===== src/rtl/adder_bist_pkg.sv =====
// Shared definitions for the adder BIST controller: FSM state encoding,
// default LFSR polynomial/seed and result-field widths/constants.
package adder_bist_pkg;

  localparam int unsigned FAIL_CNT_W = 8;
  localparam int unsigned FAIL_IDX_W = 16;
  localparam logic [FAIL_IDX_W-1:0] FAIL_IDX_NONE = 16'hFFFF;

  // Default LFSR over 33 bits (2*16+1): x^33 + x^20 + 1
  localparam logic [32:0] DEF_POLY = 33'h1_0008_0000;
  localparam logic [32:0] DEF_SEED = 33'h0_1234_5678;

  typedef enum logic [2:0] {
    ST_IDLE,
    ST_INIT,
    ST_RUN,
    ST_CHECK_LAST,
    ST_DONE
  } bist_state_e;

endpackage


===== src/rtl/adder_bist_ctrl_if.sv =====
// Adder-core bus between the BIST controller (master) and the adder (slave).
//   add_a, add_b, add_cin, add_sel : operand drive, master -> adder
//   add_sum, add_co                : adder result,  adder -> master
interface adder_bist_ctrl_if #(
  parameter int unsigned N = 16
);

  logic [N-1:0] add_a;
  logic [N-1:0] add_b;
  logic         add_cin;
  logic         add_sel;
  logic [N-1:0] add_sum;
  logic         add_co;

  modport master (
    output add_a, add_b, add_cin, add_sel,
    input  add_sum, add_co
  );

  modport slave (
    input  add_a, add_b, add_cin, add_sel,
    output add_sum, add_co
  );

endinterface


===== src/rtl/bist_lfsr.sv =====
// Right-shifting Galois LFSR pattern source.
//   clk, rst : clock, async active-high reset (reset value = SEED)
//   load     : reload SEED (priority over step)
//   step     : advance one LFSR step
//   value    : current LFSR state
module bist_lfsr
  import adder_bist_pkg::*;
#(
  parameter int unsigned   W    = 33,
  parameter logic [W-1:0]  POLY = W'(DEF_POLY),
  parameter logic [W-1:0]  SEED = W'(DEF_SEED)
) (
  input  logic         clk,
  input  logic         rst,
  input  logic         load,
  input  logic         step,
  output logic [W-1:0] value
);

  // Shifted-out LSB folds back through the polynomial taps
  always_ff @(posedge clk or posedge rst) begin
    if (rst) begin
      value <= SEED;
    end else if (load) begin
      value <= SEED;
    end else if (step) begin
      value <= value[0] ? ((value >> 1) ^ POLY) : (value >> 1);
    end
  end

endmodule


===== src/rtl/adder_bist_ctrl.sv =====
// BIST controller for the N-bit adder core. Passes functional pin operands
// through in IDLE; on pin_start applies NUM_PAT LFSR patterns, checks each
// adder result against an internal golden sum and reports the outcome.
//   pin_clk, pin_rst           : clock, async active-high reset
//   pin_start                  : run request, honoured only in IDLE
//   pin_a/b/cin/sel_func       : functional operands
//   adder                      : adder-core bus (master side)
//   pin_busy, pin_done         : run in progress / one-cycle completion pulse
//   pin_pass, pin_fail_cnt,
//   pin_fail_idx               : last-run result, count, first failing index
module adder_bist_ctrl
  import adder_bist_pkg::*;
#(
  parameter int unsigned       N       = 16,
  parameter int unsigned       NUM_PAT = 256,
  parameter logic [2*N:0]      POLY    = (2*N+1)'(DEF_POLY),
  parameter logic [2*N:0]      SEED    = (2*N+1)'(DEF_SEED)
) (
  input  logic                  pin_clk,
  input  logic                  pin_rst,
  input  logic                  pin_start,
  input  logic [N-1:0]          pin_a_func,
  input  logic [N-1:0]          pin_b_func,
  input  logic                  pin_cin_func,
  input  logic                  pin_sel_func,
  adder_bist_ctrl_if.master     adder,
  output logic                  pin_busy,
  output logic                  pin_done,
  output logic                  pin_pass,
  output logic [FAIL_CNT_W-1:0] pin_fail_cnt,
  output logic [FAIL_IDX_W-1:0] pin_fail_idx
);

  localparam int unsigned LW    = 2 * N + 1;
  localparam int unsigned CNT_W = FAIL_IDX_W;
  localparam logic [CNT_W-1:0] LAST_IDX = CNT_W'(NUM_PAT - 1);

  // Pattern index must fit the 16-bit fail index without hitting the NONE code
  if (NUM_PAT < 2 || NUM_PAT > 65535) begin : g_bad_num_pat
    $error("adder_bist_ctrl: NUM_PAT must be in 2..65535");
  end
  if (SEED == '0) begin : g_bad_seed
    $error("adder_bist_ctrl: SEED must be non-zero");
  end

  bist_state_e state_q, state_d;

  logic [LW-1:0]    lfsr_val;
  logic [CNT_W-1:0] cnt_q;
  logic [CNT_W-1:0] drv_idx_q;
  logic [N-1:0]     drv_a_q, drv_b_q;
  logic             drv_cin_q;
  logic [N:0]       golden_q, golden_d;

  logic lfsr_load, issue, cmp_en, busy_d, done_d;
  logic mismatch, fail_hit;

  bist_lfsr #(
    .W    (LW),
    .POLY (POLY),
    .SEED (SEED)
  ) u_lfsr (
    .clk   (pin_clk),
    .rst   (pin_rst),
    .load  (lfsr_load),
    .step  (issue),
    .value (lfsr_val)
  );

  // State register
  always_ff @(posedge pin_clk or posedge pin_rst) begin
    if (pin_rst) state_q <= ST_IDLE;
    else         state_q <= state_d;
  end

  // Next-state logic
  always_comb begin
    state_d = state_q;
    case (state_q)
      ST_IDLE:       if (pin_start) state_d = ST_INIT;
      ST_INIT:       state_d = ST_RUN;
      ST_RUN:        if (cnt_q == LAST_IDX) state_d = ST_CHECK_LAST;
      ST_CHECK_LAST: state_d = ST_DONE;
      ST_DONE:       state_d = ST_IDLE;
      default:       state_d = ST_IDLE;
    endcase
  end

  // Control decode; busy/done are registered from the next state
  always_comb begin
    lfsr_load = 1'b0;
    issue     = 1'b0;
    cmp_en    = 1'b0;
    case (state_q)
      ST_INIT:       lfsr_load = 1'b1;
      ST_RUN: begin
        issue  = 1'b1;
        // First RUN cycle has no pattern on the adder yet
        cmp_en = (cnt_q != '0);
      end
      ST_CHECK_LAST: cmp_en = 1'b1;
      default: ;
    endcase
    busy_d = (state_d == ST_INIT) || (state_d == ST_RUN) || (state_d == ST_CHECK_LAST);
    done_d = (state_d == ST_DONE);
  end

  assign golden_d = {1'b0, lfsr_val[N-1:0]} + {1'b0, lfsr_val[2*N-1:N]}
                  + (N+1)'(lfsr_val[2*N]);
  assign mismatch = ({adder.add_co, adder.add_sum} != golden_q);
  assign fail_hit = cmp_en && mismatch;

  // Pattern issue, compare and result bookkeeping
  always_ff @(posedge pin_clk or posedge pin_rst) begin
    if (pin_rst) begin
      cnt_q        <= '0;
      drv_idx_q    <= '0;
      drv_a_q      <= '0;
      drv_b_q      <= '0;
      drv_cin_q    <= 1'b0;
      golden_q     <= '0;
      pin_busy     <= 1'b0;
      pin_done     <= 1'b0;
      pin_pass     <= 1'b0;
      pin_fail_cnt <= '0;
      pin_fail_idx <= FAIL_IDX_NONE;
    end else begin
      pin_busy <= busy_d;
      pin_done <= done_d;

      if (lfsr_load) begin
        cnt_q        <= '0;
        pin_pass     <= 1'b0;
        pin_fail_cnt <= '0;
        pin_fail_idx <= FAIL_IDX_NONE;
      end

      if (issue) begin
        drv_a_q   <= lfsr_val[N-1:0];
        drv_b_q   <= lfsr_val[2*N-1:N];
        drv_cin_q <= lfsr_val[2*N];
        golden_q  <= golden_d;
        drv_idx_q <= cnt_q;
        cnt_q     <= (cnt_q == LAST_IDX) ? '0 : cnt_q + CNT_W'(1);
      end

      if (fail_hit) begin
        if (pin_fail_cnt != '1) pin_fail_cnt <= pin_fail_cnt + FAIL_CNT_W'(1);
        if (pin_fail_idx == FAIL_IDX_NONE) pin_fail_idx <= drv_idx_q;
      end

      // Final compare happens on the same edge that enters DONE
      if (done_d) pin_pass <= (pin_fail_cnt == '0) && !fail_hit;
    end
  end

  // Operand mux: registered pattern while busy, functional pins otherwise
  assign adder.add_a   = pin_busy ? drv_a_q   : pin_a_func;
  assign adder.add_b   = pin_busy ? drv_b_q   : pin_b_func;
  assign adder.add_cin = pin_busy ? drv_cin_q : pin_cin_func;
  assign adder.add_sel = pin_busy ? 1'b1      : pin_sel_func;

endmodule


===== src/flat_wrapper.sv =====
// flat-port wrapper written by rule: the top's interface ports become plain ports
module adder_bist_ctrl_flat import adder_bist_pkg::*;
#(
  parameter int unsigned       N       = 16,
  parameter int unsigned       NUM_PAT = 256,
  parameter logic [2*N:0]      POLY    = (2*N+1)'(DEF_POLY),
  parameter logic [2*N:0]      SEED    = (2*N+1)'(DEF_SEED)
)
  (pin_clk, pin_rst, pin_start, pin_a_func, pin_b_func, pin_cin_func, pin_sel_func, pin_busy, pin_done, pin_pass, pin_fail_cnt, pin_fail_idx, adder_add_a, adder_add_b, adder_add_cin, adder_add_sel, adder_add_sum, adder_add_co);
  adder_bist_ctrl_if #(.N(N)) adder_i ();
  input  logic pin_clk;
  input  logic pin_rst;
  input  logic pin_start;
  input  logic [N-1:0] pin_a_func;
  input  logic [N-1:0] pin_b_func;
  input  logic pin_cin_func;
  input  logic pin_sel_func;
  output logic pin_busy;
  output logic pin_done;
  output logic pin_pass;
  output logic [FAIL_CNT_W-1:0] pin_fail_cnt;
  output logic [FAIL_IDX_W-1:0] pin_fail_idx;
  output wire logic [$bits(adder_i.add_a)-1:0] adder_add_a;
  output wire logic [$bits(adder_i.add_b)-1:0] adder_add_b;
  output wire logic [$bits(adder_i.add_cin)-1:0] adder_add_cin;
  output wire logic [$bits(adder_i.add_sel)-1:0] adder_add_sel;
  input wire logic [$bits(adder_i.add_sum)-1:0] adder_add_sum;
  input wire logic [$bits(adder_i.add_co)-1:0] adder_add_co;
  assign adder_add_a = adder_i.add_a;
  assign adder_add_b = adder_i.add_b;
  assign adder_add_cin = adder_i.add_cin;
  assign adder_add_sel = adder_i.add_sel;
  assign adder_i.add_sum = adder_add_sum;
  assign adder_i.add_co = adder_add_co;
  adder_bist_ctrl #(.N(N), .NUM_PAT(NUM_PAT), .POLY(POLY), .SEED(SEED)) u_core (.pin_clk(pin_clk), .pin_rst(pin_rst), .pin_start(pin_start), .pin_a_func(pin_a_func), .pin_b_func(pin_b_func), .pin_cin_func(pin_cin_func), .pin_sel_func(pin_sel_func), .adder(adder_i), .pin_busy(pin_busy), .pin_done(pin_done), .pin_pass(pin_pass), .pin_fail_cnt(pin_fail_cnt), .pin_fail_idx(pin_fail_idx));
endmodule

===== config.mk =====
export PLATFORM = sky130hd
export DESIGN_NAME = adder_bist_ctrl_flat
export DESIGN_NICKNAME = d
export VERILOG_FILES = /design/src/rtl/adder_bist_pkg.sv /design/src/rtl/adder_bist_ctrl_if.sv /design/src/rtl/bist_lfsr.sv /design/src/rtl/adder_bist_ctrl.sv /design/src/flat_wrapper.sv
export SDC_FILE = /design/constraint.sdc
export NUM_CORES = 1
export LEC_CHECK = 0
export CAP_MARGIN = 20
export CORE_ASPECT_RATIO = 2
export CORE_MARGIN = 2
export CORE_UTILIZATION = 40
export CTS_CLUSTER_DIAMETER = 30
export DETAILED_ROUTE_END_ITERATION = 6
export GPL_ROUTABILITY_DRIVEN = 0
export SLEW_MARGIN = 10
export SYNTH_ARGS = -nofsm -noshare
export SYNTH_HDL_FRONTEND = slang
export SYNTH_SLANG_ARGS = --single-unit

===== constraint.sdc =====
create_clock -name pin_clk -period 5.9 [get_ports pin_clk]
set_input_delay 1.18 -clock pin_clk [delete_from_list [all_inputs] [get_ports pin_clk]]
set_output_delay 1.18 -clock pin_clk [all_outputs]
set_load 0.02 [all_outputs]

==> flow_summary.yaml, run 1 <==
sta:
  fin_setup_tns_ns: 0
  post-route-period-util_pct: 60.4
  fin_ws_ns: 2.34
  drv_slew: 0
  period_minus_slack_ns: 3.56
  worstMarginPinSlew_ns: 0.943
  rsz0062_at_grt: "false"
  holdWs_ns: 0.472
  setup_viol: 0
  clock_skew_ns: 0.00741
  hold_viol: 0
  maxSlewHeadroom_pct: 37.2
  fmax_mhz: 281
placed_design:
  dp_slack_ns: 2.29
  hpwl_mm: 10.8
  portBuffers: 114
  place_area_mm2: 0.00842
  dp.cells: 1024
clock_network:
  clockBufferDepth: 2
  cts_htree_levels: 4
  cts_hold_buf: 0
  clockRootBuffer: "clkbuf_16"
  clock_sinks: 145
  cts_resized: 0
  cts_tree: "done"
  clk_latency_ns: 0.42
  post_cts_buffers: 0
  cts_buffers: 17
  clk_pin_slew_worst_paths_ns: 0.06
final_layout:
  fillers: 1682
  layout-drive-gt1-share_pct: 13.3
  final_nets: 905
  syn_to_final_growth_pct: 27.6
  design_area_mm2: 0.00906
  finalNonFillerCells: 1056
  utilization_pct: 51.5
  n_antenna_cell: 0
synth:
  synthMuxAreaShare_pct: 6.08
  synth_compound_area_share_pct: 13.0
  ys_warn_count: 0
  synth-seq-cells: 145
  synthArstFlopShare_pct: 100
  syn_area_per_cell_um2: 9.78
  synthTopCellsByCount: "209 x nand2_1, 116 x dfrtp_1, 40 x o21ai_0"
  syn_nets: 801
  synthTopCellsByArea: "dfrtp_1 41%, nand2_1 11%, dfstp_2 11%, mux2_2 5.2%, ha_1 3.3%"
  syn_area_mm2: 0.00710
  synth_xor_area_share_pct: 4.19
  synth_cell_types: 52
  yosysSeqAreaShare_pct: 51.6
  synthCells: 726
  synth-simple-area-share_pct: 18.5
  synth_top_cell_area_share_pct: 40.9
  synth_fa_ha_area_share_pct: 3.91
  synth_edf_count: 0
  post-synth-top-count-cell: "nand2_1"
  synth_top_family_by_area: "simple AND/OR/NAND/NOR gates"
  yosysTopAreaCell: "dfrtp_1"
  ys.flop_type: "dfrtp_1"
global_routing:
  grt_max_degree: 101
  grt_pass1_vias: 5309
  grt_first_pass_wirelength_mm: 26.7
  antenna_found_initial: 0
  track_usage_pct: 17.5
  overflow: 0
worst_hold_path:
  hold_class: "reg2reg"
worst_setup_path:
  crit_family: "buffers and inverters"
  crit_type: "in2out"
  worst_path_most_repeated_cell: "clkdlybuf4s50_1"
  startpoint_type: "input port"
  cp.arrival_ns: 2.38
  reg2regPathDepth: 9
  crit_end: "adder_add_a[10]"
  critPathMaxStageDelay_ns: 0.54
  cp.depth: 3
  path_max_fanout: 1
  worstSetupStartpoint: "pin_a_func[10]"
  r2r-start: "u_core.u_lfsr.value[0]"
  regToRegEndpoint: "u_core.golden_q[8]"
  crit_buf_inv: 2
  cp_data_required_time_ns: 4.72
  crit_slowest_cell: "clkdlybuf4s50_1"
  end_kind: "output port"
  r2r_slack_ns: 2.99
  path_cells: "clkdlybuf4s50_1, mux2_2, clkdlybuf4s50_1"
die:
  dieArea_mm2: 0.0189
  io_pins: 115
  core.rowCount: 69
  die_w_um: 98.2
  die_h_um: 192
  start_util_pct: 40.3
  core_mm2: 0.0176
power:
  power_mw: 5.33
  max-vdd-ir-drop_mv: 0.319
  pwr_density_cell_mw_per_mm2: 588
  power_leakage_nw: 4.25
route:
  drt-total-wl_mm: 16.1
  wl_per_cell_um: 15.2
  vias_per_cell: 5.23
  ant_nets: 0
  drt_iter0_markers: 230
  dr.pass1.iters: 5
  vias: 5519
  drc_errors: 0
outcome:
  status: "finished clean"
run:
  drv_cap: 0
## cell type report
class	count	area [um2]	share of cell area, %
Sequential cell	145	3660	40.4
Multi-Input combinational cell	537	3260	36.0
Timing Repair Buffer	120	1190	13.1
Clock buffer	21	470	5.19
Tap cell	213	267	2.94
Clock inverter	11	176	1.95
Inverter	9	38.8	0.428
## sequential cells by signal, summed over array words and instances (netlist names)
register,cells
u_core.pin_busy,1
u_core.drv_cin_q,1
u_core.pin_done,1
u_core.drv_a_q,16
u_core.u_lfsr.value,33
u_core.drv_idx_q,16
u_core.state_q,3
u_core.cnt_q,16
u_core.pin_fail_cnt,8
u_core.pin_fail_idx,16
u_core.golden_q,17
u_core.pin_pass,1
u_core.drv_b_q,16
## cells by family after synthesis
family                   Yosys count
AO/OA/AOI/OAI                    140
XOR/XNOR                          34
adder cells (fa/ha/maj)           21
buffers and inverters             44
flip-flops                       145
multiplexers                      39
AND/OR/NAND/NOR                  303
## cell usage in the layout, fill, tap and decap left out, types with 4 or more instances in the layout
cell type	synthesis	layout
o22a_1	16	16
bufinv_16	0	4
a22o_1	18	18
ha_1	19	19
clkbuf_16	0	17
mux2i_1	6	6
nor3_1	6	6
and2_1	5	5
xnor2_1	14	14
clkdlybuf4s50_1	0	114
nor2b_1	5	4
a21o_1	10	10
nor2_1	21	19
xor2_1	20	20
and3_1	11	11
o21ai_0	40	40
buf_4	1	6
o21ai_1	4	4
mux2_2	33	33
nand4_1	11	11
nand2_1	209	209
nor4_1	6	6
a21oi_1	29	29
nand3_1	16	16
dfstp_2	29	29
inv_1	9	8
dfrtp_1	116	116
## worst register-to-register path, stage by stage (launching register included)
cell     delay [ns]
dfrtp_1        0.48
fa_1           0.52
fa_1           0.42
a21o_1         0.19
a21o_1         0.21
a21oi_1        0.22
o21ai_0        0.12
a21oi_1        0.18
xor2_1         0.30
o21ai_0        0.12
## per-layer routing
metal / vias to the layer above / wire length, um / GRT usage (%)
met1: 2631 / 7780 / 25.0
li1: 2723 / - / -
met2: 147 / 7210 / 26.1
met4: 0 / 274 / 6.90
met5: - / 0 / 0
met3: 18 / 814 / 3.91
## power breakdown
part           total, mW  internal, mW  switching (mW)
Combinational       2.42          1.08            1.34
Clock               1.17         0.746           0.426
Sequential          1.74          1.42           0.316
Total               5.33          3.25            2.08
## worst min-delay path by stage
| stage | from | slack, ns | endpoint | cells past startpoint |
|---|---|---|---|---|
| finish | u_core.drv_b_q[5] | 0.47 | u_core.drv_b_q[5] | 2 |
| global placement | u_core.drv_b_q[12] | 0.46 | u_core.drv_b_q[12] | 2 |
| CTS | u_core.drv_b_q[5] | 0.48 | u_core.drv_b_q[5] | 2 |
| detailed placement | u_core.drv_b_q[5] | 0.46 | u_core.drv_b_q[5] | 2 |
| floorplan | u_core.drv_b_q[12] | 0.44 | u_core.drv_b_q[12] | 2 |
| global route | u_core.drv_b_q[3] | 0.50 | u_core.drv_b_q[3] | 2 |
Note: power is estimated with default switching activity, not from simulation.
==> run 2: changes to the inputs <==
Clock period 5.9 ns to 3.5 ns, I/O delays scaled along.
==> flow_summary.yaml, run 2 (synthesized netlist as in run 1, its figures left out) <==
outcome:
  status: "finished clean"
power:
  pwr-share-comb_pct: 46.6
  seqPwrFrac_pct: 33.2
  pwr-share-clk_pct: 20.2
  switching_share_pct: 40.4
  pwr_density_cell_mw_per_mm2: 977
  power_leakage_nw: 4.24
  p_switching_mw: 3.57
  p_int_mw: 5.27
  max-vdd-ir-drop_mv: 0.426
sta:
  holdWs_ns: 0.470
  maxSlewHeadroom_pct: 48.8
  fmax_mhz: 365
  rsz0062_at_grt: "false"
  drv_slew: 0
  fin_setup_tns_ns: 0
  hold_viol: 0
  clock_skew_ns: 0.00956
  post-route-period-util_pct: 78.3
  period_minus_slack_ns: 2.74
  setup_viol: 0
  worstMarginPinSlew_ns: 0.766
route:
  vias: 5543
  drc_errors: 0
  wl_met3_um: 708
  vias_per_cell: 5.23
  dr.pass1.iters: 6
  route.met2.wl_mm: 7.62
  wl_per_cell_um: 15.4
  ant_nets: 0
  wl_met1_mm: 7.84
  drt_iter0_markers: 206
  drt-total-wl_mm: 16.3
  top_layer: "met4"
final_layout:
  final_nets: 908
  seq_area_mm2: 0.00366
  largest_register_ffs: 33
  syn_to_final_growth_pct: 27.4
  layout_commonest_cell: "nand2_1"
  layout_common_cells: "209 x nand2_1, 116 x dfrtp_1, 114 x clkdlybuf4s50_1"
  fillers: 1671
  layout-drive-gt1-share_pct: 13.7
  largest_register: "u_core.u_lfsr.value"
  top_regs: "u_core.u_lfsr.value (33), u_core.golden_q (17)"
  n_antenna_cell: 0
  multi_input_area_mm2: 0.00326
  utilization_pct: 51.3
worst_setup_path:
  path_cells: "fa_1, fa_1, a21o_1, a21o_1, nand3_1, nand3_1, nor3_1, mux2i_1, a21oi_1"
  crit_slowest_cell: "fa_1"
  cp_data_required_time_ns: 3.81
  critPathMaxStageDelay_ns: 0.51
  end_kind: "flop"
  cp.arrival_ns: 3.05
  crit_type: "reg2reg"
  path_max_fanout: 5
  crit_family: "adder cells"
  startpoint_type: "flop"
  crit_buf_inv: 0
clock_network:
  cts_resized: 0
  cts_tree: "done"
  cts_buffers: 17
  clockBufferDepth: 2
  clockRootBuffer: "clkbuf_16"
  cts_htree_levels: 4
  cts_hold_buf: 0
  clock_sinks: 145
  post_cts_buffers: 0
  clk_pin_slew_worst_paths_ns: 0.07
  clk_latency_ns: 0.43
global_routing:
  track_usage_pct: 17.9
  overflow: 0
  grt_pass1_vias: 5353
  grt_max_degree: 72
  grt_first_pass_wirelength_mm: 27.4
  antenna_found_initial: 0
worst_hold_path:
  hold_class: "reg2reg"
placed_design:
  portBuffers: 114
  hpwl_mm: 11.3
die:
  io_pins: 115
  die_w_um: 98.2
  core.rowCount: 69
  core_mm2: 0.0176
  die_h_um: 192
  dieArea_mm2: 0.0189
  start_util_pct: 40.3
run:
  drv_cap: 0
==> run 2: tightest hold or removal path, stage by stage, from the launching register on <==
cell and delay, ns:
dfrtp_1 0.34, nand2_1 0.05, nand2_1 0.05
==> run 2: through the flow <==
stage          setup slack [ns]  instances  power (mW)  cell area (um2)
2_1_floorplan              1.00        726        5.68             7100
3_3_place_gp              0.485       1027        7.05             8460
3_5_place_dp              0.430       1027        7.09             8460
4_1_cts                   0.708       1059        8.94             9040
5_1_grt                   0.612       1059        9.49             9040
6_report                  0.758       1059        8.84             9040
==> run 2: power groups by stage <==
| stage | sequential [mW] | combinational [mW] | clock, mW |
|---|---|---|---|
| floorplan | 2.92 | 2.75 | 0 |
| global placement | 2.96 | 4.09 | 0 |
| detailed placement | 2.96 | 4.13 | 0 |
| CTS | 2.94 | 4.16 | 1.84 |
| global route | 3.02 | 4.57 | 1.90 |
| finish | 2.93 | 4.12 | 1.79 |
==> run 2: worst paths after layout <==
check / from / to / slack (ns) / cells past startpoint
min in group asynchronous: pin_rst / u_core.drv_idx_q[6] / 0.64 / 2
min: u_core.drv_b_q[11] / u_core.drv_b_q[11] / 0.47 / 2
max in group asynchronous: pin_rst / u_core.u_lfsr.value[20] / 2.10 / 3
max: u_core.u_lfsr.value[0] / u_core.golden_q[14] / 0.76 / 9
min reg2reg: u_core.drv_b_q[11] / u_core.drv_b_q[11] / 0.47 / 2
max reg2reg: u_core.u_lfsr.value[0] / u_core.golden_q[14] / 0.76 / 9
==> run 2: final cells by class <==
type | count | share of cell area (%)
multi-input combinational | 537 | 36.0
tap | 213 | 2.95
timing repair buffer | 123 | 13.6
inverter | 9 | 0.415
sequential | 145 | 40.5
clock buffer | 18 | 4.86
clock inverter | 14 | 1.58
==> run 2: routing by layer <==
layer,vias up,GRT usage (%)
met5,-,0
met4,0,5.43
met3,11,3.66
met2,129,27.8
met1,2680,25.5
li1,2723,-
==> run 3: changes to the inputs <==
Settings changed: PLACE_DENSITY set to 0.65.
Clock period 3.5 ns to 2.25 ns, I/O delays scaled along.
==> flow_summary.yaml, run 3 (synthesized netlist as in run 1, its figures left out) <==
power:
  max-vdd-ir-drop_mv: 0.836
  power_leakage_nw: 4.56
  pwr-share-comb_pct: 48.3
  p_int_mw: 8.67
  switching_share_pct: 40.0
  pwr-share-clk_pct: 20.5
  power_mw: 14.4
  p_switching_mw: 5.77
  seqPwrFrac_pct: 31.3
  pwr_density_cell_mw_per_mm2: 1530
outcome:
  status: "complete, but fails checks"
  violations: "negative setup slack"
final_layout:
  layout_common_cells: "208 x nand2_1, 115 x dfrtp_1, 80 x clkdlybuf4s50_1"
  design_area_mm2: 0.00945
  layout_commonest_cell: "nand2_1"
  largest_register: "u_core.u_lfsr.value"
  layout-drive-gt1-share_pct: 19.4
  top_regs: "u_core.u_lfsr.value (33), u_core.golden_q (17)"
  n_antenna_cell: 0
  syn_to_final_growth_pct: 33.1
  largest_register_ffs: 33
  final_nets: 943
worst_setup_path:
  cp.arrival_ns: 2.60
  worstSetupStartpoint: "u_core.u_lfsr.value[32]"
  r2r-start: "u_core.u_lfsr.value[32]"
  cp_data_required_time_ns: 2.54
  startpoint_type: "flop"
  crit_type: "reg2reg"
  path_max_fanout: 3
  end_kind: "flop"
clock_network:
  clockBufferDepth: 2
  cts_hold_buf: 0
  cts_tree: "done"
  cts_buffers: 17
  clk_pin_slew_worst_paths_ns: 0.06
  clock_sinks: 145
  clockRootBuffer: "clkbuf_16"
  cts_htree_levels: 4
  clk_latency_ns: 0.42
run:
  drv_cap: 0
route:
  ant_nets: 0
  drc_errors: 0
  dr.pass1.iters: 4
  wl_per_cell_um: 15.4
  vias: 5743
  drt_iter0_markers: 317
  drt-total-wl_mm: 16.9
  vias_per_cell: 5.25
placed_design:
  hpwl_mm: 11.9
  place_area_mm2: 0.00879
  portBuffers: 114
global_routing:
  track_usage_pct: 18.5
  grt_pass1_vias: 5626
  antenna_found_initial: 0
  grt_first_pass_wirelength_mm: 28.1
  grt_max_degree: 97
  overflow: 0
sta:
  maxSlewHeadroom_pct: 56.2
  period_minus_slack_ns: 2.31
  fin_ws_ns: -0.0634
  fmax_mhz: 432
  drv_slew: 0
  setup_viol: 5
  post-route-period-util_pct: 103
  hold_viol: 0
  worstMarginPinSlew_ns: 0.656
  rsz0062_at_grt: "true"
  clock_skew_ns: 0.00788
die:
  core_mm2: 0.0176
  start_util_pct: 40.3
  dieArea_mm2: 0.0189
  io_pins: 115
  die_w_um: 98.2
  die_h_um: 192
  core.rowCount: 69
worst_hold_path:
  hold_class: "in2async"
[run 3: repair_timing]
action | 4_1_cts | 5_1_grt
buffers inserted | 1 | 1
pin swaps | 7 | 8
endpoints found under the setup margin | 40 | 24
gates resized for setup | 38 | 14
[run 3: final cells by class]
class	instances	area (um2)
clock buffers	17	425
clock inverters	15	191
fillers	1647	8160
inverters	9	37.5
multi-input cells	537	3340
flip-flops and latches	145	3670
well taps	213	267
repair buffers	158	1520
[run 3: power by group through the flow]
stage | combinational [mW] | clock, mW | sequential [mW]
after floorplan | 4.31 | 0 | 4.55
after global placement | 6.86 | 0 | 4.54
after detailed placement | 6.98 | 0 | 4.55
after CTS | 6.85 | 3.02 | 4.52
after global routing | 7.70 | 3.13 | 4.65
final | 6.97 | 2.95 | 4.52
[run 3: worst max-delay path, cell delays in order (launching register included)]
cell and delay, ns:
dfrtp_1 0.40, fa_2 0.41, fa_2 0.35, a21o_1 0.16, a21o_1 0.22, a21oi_2 0.18, buf_4 0.13, o21bai_1 0.06
xnor2_1 0.17, o21ai_0 0.10
[run 3: metrics by stage]
stage | setup TNS, ns | hold WS (ns) | std cells | worst slack [ns] | util [%]
2_1_floorplan | 0 | 0.440 | 726 | 0.00311 | -
3_3_place_gp | -0.662 | 0.459 | 1060 | -0.134 | 49.9
3_5_place_dp | -1.43 | 0.459 | 1060 | -0.193 | 49.9
4_1_cts | -0.241 | 0.432 | 1093 | -0.0757 | 53.3
5_1_grt | -0.750 | 0.447 | 1094 | -0.156 | 53.7
6_report | -0.193 | 0.428 | 1094 | -0.0634 | 53.7
[run 3: path summary, 6_finish.rpt]
kind / to / slack [ns] / depth (start not counted)
setup / recovery: u_core.golden_q[6] / -0.06 / 9
hold / removal: u_core.cnt_q[3] / 0.43 / 2
setup reg to reg: u_core.golden_q[6] / -0.06 / 9
hold reg to reg: u_core.drv_b_q[3] / 0.47 / 2
max in group asynchronous: u_core.pin_fail_idx[11] / 1.20 / 3
min in group pin_clk: u_core.drv_b_q[3] / 0.47 / 2
[run 3: metal layers]
layer  routed length (um)  vias to the layer above  track usage (%)
li1                     -                     2791                -
met2                 8140                      152             29.7
met5                    0                        -                0
met1                 7640                     2781             25.0
met3                  801                       19             3.37
met4                  321                        0             7.01
